===== src/rtl/gsim_mem_arbiter.sv =====
// Shares the matrix-memory read port between two GSIM solver engines: round-robin issue,
// in-order tag FIFO of outstanding reads, and routing of each returned row to its issuer.
module gsim_mem_arbiter #(
  parameter int unsigned OUTSTANDING = 4,
  parameter int unsigned AW          = 10,
  parameter int unsigned DW          = 256
) (
  input  logic          i_clk,
  input  logic          i_reset,
  input  logic [1:0]    i_req_rreq,
  input  logic [AW-1:0] i_req_addr0,
  input  logic [AW-1:0] i_req_addr1,
  output logic [1:0]    o_req_rrdy,
  output logic [DW-1:0] o_req_dout,
  output logic [1:0]    o_req_dout_vld,
  output logic          o_mem_rreq,
  output logic [AW-1:0] o_mem_addr,
  input  logic          i_mem_rrdy,
  input  logic [DW-1:0] i_mem_dout,
  input  logic          i_mem_dout_vld,
  output logic          o_busy,
  output logic          o_err
);

  localparam int unsigned PtrW = (OUTSTANDING > 1) ? $clog2(OUTSTANDING) : 1;
  localparam int unsigned CntW = PtrW + 1;
  localparam logic [CntW-1:0] CountFull = CntW'(OUTSTANDING);

  // One tag bit per slot: the engine that issued the read held in that slot.
  logic [OUTSTANDING-1:0] tag_q;
  logic [PtrW-1:0]        wr_ptr_q;
  logic [PtrW-1:0]        rd_ptr_q;
  logic [CntW-1:0]        count_q;
  logic                   pref_q;
  logic [DW-1:0]          dout_q;
  logic [1:0]             dout_vld_q;
  logic                   err_q;

  logic grant;
  logic full;
  logic empty;
  logic push;
  logic pop;
  logic head_tag;

  assign full  = (count_q == CountFull);
  assign empty = (count_q == '0);

  // A lone requester always wins; a tie goes to the preferred engine.
  always_comb begin
    case (i_req_rreq)
      2'b01:   grant = 1'b0;
      2'b10:   grant = 1'b1;
      default: grant = pref_q;
    endcase
  end

  assign o_mem_rreq = (|i_req_rreq) && !full;
  assign o_mem_addr = grant ? i_req_addr1 : i_req_addr0;
  assign push       = o_mem_rreq && i_mem_rrdy;

  assign o_req_rrdy[0] = push && !grant && i_req_rreq[0];
  assign o_req_rrdy[1] = push &&  grant && i_req_rreq[1];

  assign pop      = i_mem_dout_vld && !empty;
  assign head_tag = tag_q[rd_ptr_q];

  // Tag FIFO storage, pointers and occupancy. Full blocks push even if a pop lands this cycle.
  always_ff @(posedge i_clk or posedge i_reset) begin
    if (i_reset) begin
      tag_q    <= '0;
      wr_ptr_q <= '0;
      rd_ptr_q <= '0;
      count_q  <= '0;
    end else begin
      if (push) begin
        tag_q[wr_ptr_q] <= grant;
        wr_ptr_q        <= wr_ptr_q + 1'b1;
      end
      if (pop) begin
        rd_ptr_q <= rd_ptr_q + 1'b1;
      end
      case ({push, pop})
        2'b10:   count_q <= count_q + 1'b1;
        2'b01:   count_q <= count_q - 1'b1;
        default: count_q <= count_q;
      endcase
    end
  end

  // Round-robin pointer only moves on an accepted issue, so a refused winner keeps winning.
  always_ff @(posedge i_clk or posedge i_reset) begin
    if (i_reset) begin
      pref_q <= 1'b0;
    end else if (push) begin
      pref_q <= ~grant;
    end
  end

  // Return path: one registered stage, data held between responses.
  always_ff @(posedge i_clk or posedge i_reset) begin
    if (i_reset) begin
      dout_q     <= '0;
      dout_vld_q <= 2'b00;
    end else begin
      dout_vld_q <= pop ? {head_tag, ~head_tag} : 2'b00;
      if (pop) begin
        dout_q <= i_mem_dout;
      end
    end
  end

  // A response with nothing in flight is dropped and flagged until reset.
  always_ff @(posedge i_clk or posedge i_reset) begin
    if (i_reset) begin
      err_q <= 1'b0;
    end else if (i_mem_dout_vld && empty) begin
      err_q <= 1'b1;
    end
  end

  assign o_req_dout     = dout_q;
  assign o_req_dout_vld = dout_vld_q;
  assign o_busy         = !empty;
  assign o_err          = err_q;

endmodule


===== config.mk =====
export PLATFORM = sky130hd
export DESIGN_NAME = gsim_mem_arbiter
export DESIGN_NICKNAME = d
export VERILOG_FILES = /design/src/rtl/gsim_mem_arbiter.sv
export SDC_FILE = /design/constraint.sdc
export NUM_CORES = 1
export LEC_CHECK = 0
export CAP_MARGIN = 20
export CORE_AREA = 4 4 215 217
export CTS_CLUSTER_SIZE = 40
export DETAILED_ROUTE_END_ITERATION = 16
export DIE_AREA = 0 0 219 221
export DONT_BUFFER_PORTS = 1
export GPL_ROUTABILITY_DRIVEN = 0
export GPL_TIMING_DRIVEN = 0
export PLACE_DENSITY = 0.49
export SLEW_MARGIN = 40
export SYNTH_ARGS = -nofsm -noshare
export SYNTH_HDL_FRONTEND = slang
export SYNTH_SLANG_ARGS = --single-unit

===== constraint.sdc =====
create_clock -name i_clk -period 12.35 [get_ports i_clk]
set_input_delay 1.8525 -clock i_clk [delete_from_list [all_inputs] [get_ports i_clk]]
set_output_delay 1.8525 -clock i_clk [all_outputs]
set_load 0.01 [all_outputs]

### Yosys cells after proc, flatten, opt, wreduce, memory -nomap -nowiden

Index checks and enable logic that the tools add are counted.

* register bits after elaboration: 271
* input bits: 282
* output and inout port bits: 273

* add/sub/neg operators: 4
* magnitude comparators: 3
* equality and inequality tests: 5
* muxes and demuxes: 9
* bitwise logic cells: 2
* reduce and logical (&&, ||, !) cells: 15

Operator list (count)
* 10-bit 2-to-1 mux: 1
* 1-bit logical AND: 9
* 2-bit by 3-bit < comparator with 1-bit output, second input constant: 2
* 3-bit case mux with 2 select lines: 1
* 2-bit by 1-bit adder with 2-bit output, second input constant: 2
* 4-bit bitwise mux: 1
* 2-bit by 1-bit == test with 1-bit output, second input constant: 2
* 2-bit == test, second input constant: 2
* 3-bit by 1-bit adder with 3-bit output, second input constant: 1
* 3-bit == test, second input constant: 1
* 1-bit logical NOT: 3
* 3-bit logical NOT: 1
* 3-bit by 1-bit subtractor with 3-bit output, second input constant: 1
* 1-bit binary-select mux with 2-bit select: 1
* 1-bit demux with 2-bit select: 1
* 2-bit by 1-bit greater-or-equal comparator with 1-bit output, second input constant: 1
* 1-bit 2-to-1 mux: 2
* 2-bit 2-to-1 mux: 1
* 1-bit NOT: 2
* 1-bit case mux with 2 select lines: 1
* 2-bit nonzero test: 1
* 2-bit OR reduction: 1

### Depth between registers and ports, before layout

* depth in word-level cells: 6
* gate-level depth with buffers: 12
* depth with buffers taken out: 11

### Worst setup path after synthesis

Ideal clock, no wire load.

* path kind: input to output
* from: input port i_req_rreq[0]
* to: output port o_mem_addr[1]
* data arrival time: 3212 ps
* slack: 7285 ps
* stages on the path: 5
* cell sequence: inv_1 ha_1 mux2i_2 buf_2 mux2_2

* longest elaborated chain between the ends: 3
* elaborated cells between the ends (all ways): 4
* classes of those cells: eq/ne (2); mux (2)

Ends and longest elaborated chain
* start, declared: RTL line 10 `input logic [1:0] i_req_rreq,`
* 2-bit == test / 2-bit by 1-bit == test with 1-bit output (equally long branches): RTL line 51 `case (i_req_rreq)`
* 1-bit case mux with 2 select lines *: RTL line 51
* 10-bit 2-to-1 mux *: RTL line 59 `assign o_mem_addr = grant ? i_req_addr1 : i_req_addr0;`
* end, declared: RTL line 17 `output logic [AW-1:0] o_mem_addr,`

Mark *: on every way between the ends. The rest lies on a longest branch, timed or not.

### Final worst setup path

Ends and elaborated chain as after synthesis.

==> impl_metrics.toml <==
[floorplanning]
die_height_um = 221
initial_core_util = 0.253
die_x_um = 219
io_pins = 555
core_area_um2 = 44100
num_rows = 77
die_area_um2 = 48400

[finish]
stdcell_count = 1269
final_layout_size_suffix_gt1_frac = 0.522
num-fill-cells = 4459
final_nets = 943
fin_area_um2 = 13000
synthToLayoutAreaGrowth_pct = 16.4
final_util = 0.295

[place]
port_buffers = 0
dp_cells = 1213
place_ws_ns = 7.08
place_area_um2 = 12000
place_hpwl_um = 22500

[power_and_ir_drop]
powerDensity_nw_per_um2 = 242
ir_drop_mv = 0.104
p_leak_nw = 5.88
p_total_mw = 3.15

[clock_tree]
cts_sinks = 271
clock_latency_ns = 0.55
cts-root-buf = "clkbuf_16"
cts_setup_buffers = 0
cts_max_level = 1
clk_path_buf_depth = 3
cts_resized = 0
path_clk_slew_ns = 0.06
hold_buffers = 0
cts_buffers = 30
tritoncts = "done"

[logic_synthesis]
synthDistinctLibCells = 26
syn_nets = 908
syn_area_per_cell_um2 = 18.1
syn_inst = 618
synth_edf_count = 0
async_flop_share = 1.00
netlist_area_um2 = 11200
synth_ff_type = "dfrtp_1"
synth_warnings = 0
ys_seq_area_frac = 0.607
yosys_register_bits = 271

[drt]
firstDrtPassIters = 4
ant_nets = 0
wl_per_cell_um = 23.1
drc = 0
wl_um = 29300
vias = 5368
viasPerCell = 4.23
drtIter0Drc = 265

[sta]
hold_viol = 0
worst_slack_ns = 7.09
report.final.slew_viol_count = 0
tns_ns = 0
worst_hold_slack_ns = 0.498
slew_headroom = 0.637
worstMarginPinSlew_ns = 0.534
timing.final.crit_period_ns = 5.26
rsz0062_at_grt = "no"
clock_skew_ns = 0.0128
fmax_ghz = 0.190
setup_viol = 0
period_share = 0.426

[worst_setup_path]
crit_fanout = 10
max_stage_delay_ns = 0.50
crit_chain = "inv_1 -> ha_1 -> mux2i_2 -> buf_2 -> mux2_2"
r2r-end = "count_q[2]"
crit_slowest_cell = "mux2i_2"
critPathLaunchType = "input pin"
crit_path_end_kind = "output port"
required_ns = 10.50
reg2reg_from = "count_q[0]"
rrSetupSlack_ns = 10.03
path_class = "in -> out"
startpoint = "i_req_rreq[0]"
cp.arrival_ns = 3.41
ff2ff_path_depth = 10

[global_routing]
met2_usage = 0.197
first_global_vias = 6028
grt.total_usage = 0.112
busiest_layer = "met2"
grt_overflow = 0
antenna_found_initial = 1
grt_pass1_wl_um = 42100
grtUsageMet3 = 0.0377
gr-usage-met1 = 0.126
grt_start_max_net_pins = 76

[run]
maxCapViolations = 0

[outcome]
status = "completed"

[hold_path]
whs_path_depth = 1
hold_end = "rd_ptr_q[1]"
worstHoldStart = "rd_ptr_q[1]"
hp-class = "reg -> reg"
flip-flops by register name, indices dropped and copies added, names as in the netlist:
signal,cells
rd_ptr_q,2
wr_ptr_q,2
o_req_dout_vld,2
pref_q,1
o_req_dout,256
count_q,3
tag_q,4
o_err,1
cells in the mapped netlist, types with 2 or more instances:
library cell | instances | share of area
nor2b_1 | 3 | 0.0017
and2_1 | 2 | 0.0011
inv_1 | 10 | 0.0034
mux2_4 | 187 | 0.25
a31oi_1 | 7 | 0.0039
mux2_2 | 81 | 0.082
buf_2 | 8 | 0.0036
ha_1 | 7 | 0.0078
xnor2_1 | 3 | 0.0024
buf_6 | 22 | 0.022
dfrtp_1 | 271 | 0.61
xor2_1 | 3 | 0.0024
logic make-up after synthesis:
family                     count (synthesis)  synth area share
muxes                                    271             0.337
DFF                                      271             0.607
buffers and inverters                     41            0.0298
and+or+nand+nor                           11           0.00627
AOI/OAI and AO/OA                         10           0.00616
adders and majority gates                  8           0.00962
xor gates and xnor gates                   6           0.00470
worst max-delay path by stage:
| stage | end | slack, ns | cells past startpoint |
|---|---|---|---|
| after global routing | o_mem_addr[1] | 7.03 | 5 |
| after CTS | o_mem_addr[1] | 7.08 | 5 |
| after detailed placement | o_mem_addr[1] | 7.08 | 5 |
| final | o_mem_addr[1] | 7.09 | 5 |
| after floorplan | count_q[0] | 3.03 | 1 |
| after global placement | o_err | -0.25 | 1 |
power by group:
group          switching [mW]  internal (mW)  total, mW
Combinational           0.253          0.450      0.703
Clock                   0.352          0.539      0.891
Sequential              0.381           1.17       1.56
Total                   0.986           2.16       3.15
placed cells by master, fill, tap and decap left out:
cell type and count:
nand2_1 1, bufinv_16 1, inv_8 2, and2_1 2
o21bai_1 1, mux2_2 81, buf_16 3, inv_1 9
o31a_1 1, mux2i_2 1, clkbuf_16 31, diode_2 1
and3_1 1, a31oi_1 7, nor3b_1 1, ha_1 7
or3_1 1, clkbuf_8 10, xor2_1 3, clkbuf_1 8
xnor2_1 3, nor2_1 1, fa_1 1, buf_4 1
buf_6 22, a41oi_1 1, dfrtp_1 271, mux4_2 1
mux2i_1 1, nor2b_1 3, or3b_4 1, buf_2 8
clkinv_2 4, mux2_4 187
cell type report:
cell class | instances | area [um2] | area share
well taps | 592 | 741 | 0.0569
diodes | 1 | 2.50 | 0.000192
multi-input cells | 306 | 4070 | 0.312
plain buffers | 31 | 295 | 0.0227
clock inverters | 6 | 61.3 | 0.00471
inverters | 10 | 45.0 | 0.00346
repair buffers | 3 | 82.6 | 0.00634
clock buffers | 49 | 943 | 0.0725
flip-flops and latches | 271 | 6780 | 0.521
critical path: cells and delay by family:
| kind | cells | cell delay, ns |
|---|---|---|
| multiplexers | 2 | 0.89 |
| buffers and inverters | 2 | 0.36 |
| adder cells (fa/ha/maj) | 1 | 0.30 |
metal layers:
layer | share of wire | wire [um]
met4 | 0.024 | 706
met1 | 0.37 | 10700
met2 | 0.50 | 14800
met5 | 0 | 0
met3 | 0.11 | 3100
(Power assumes the default switching activity.)
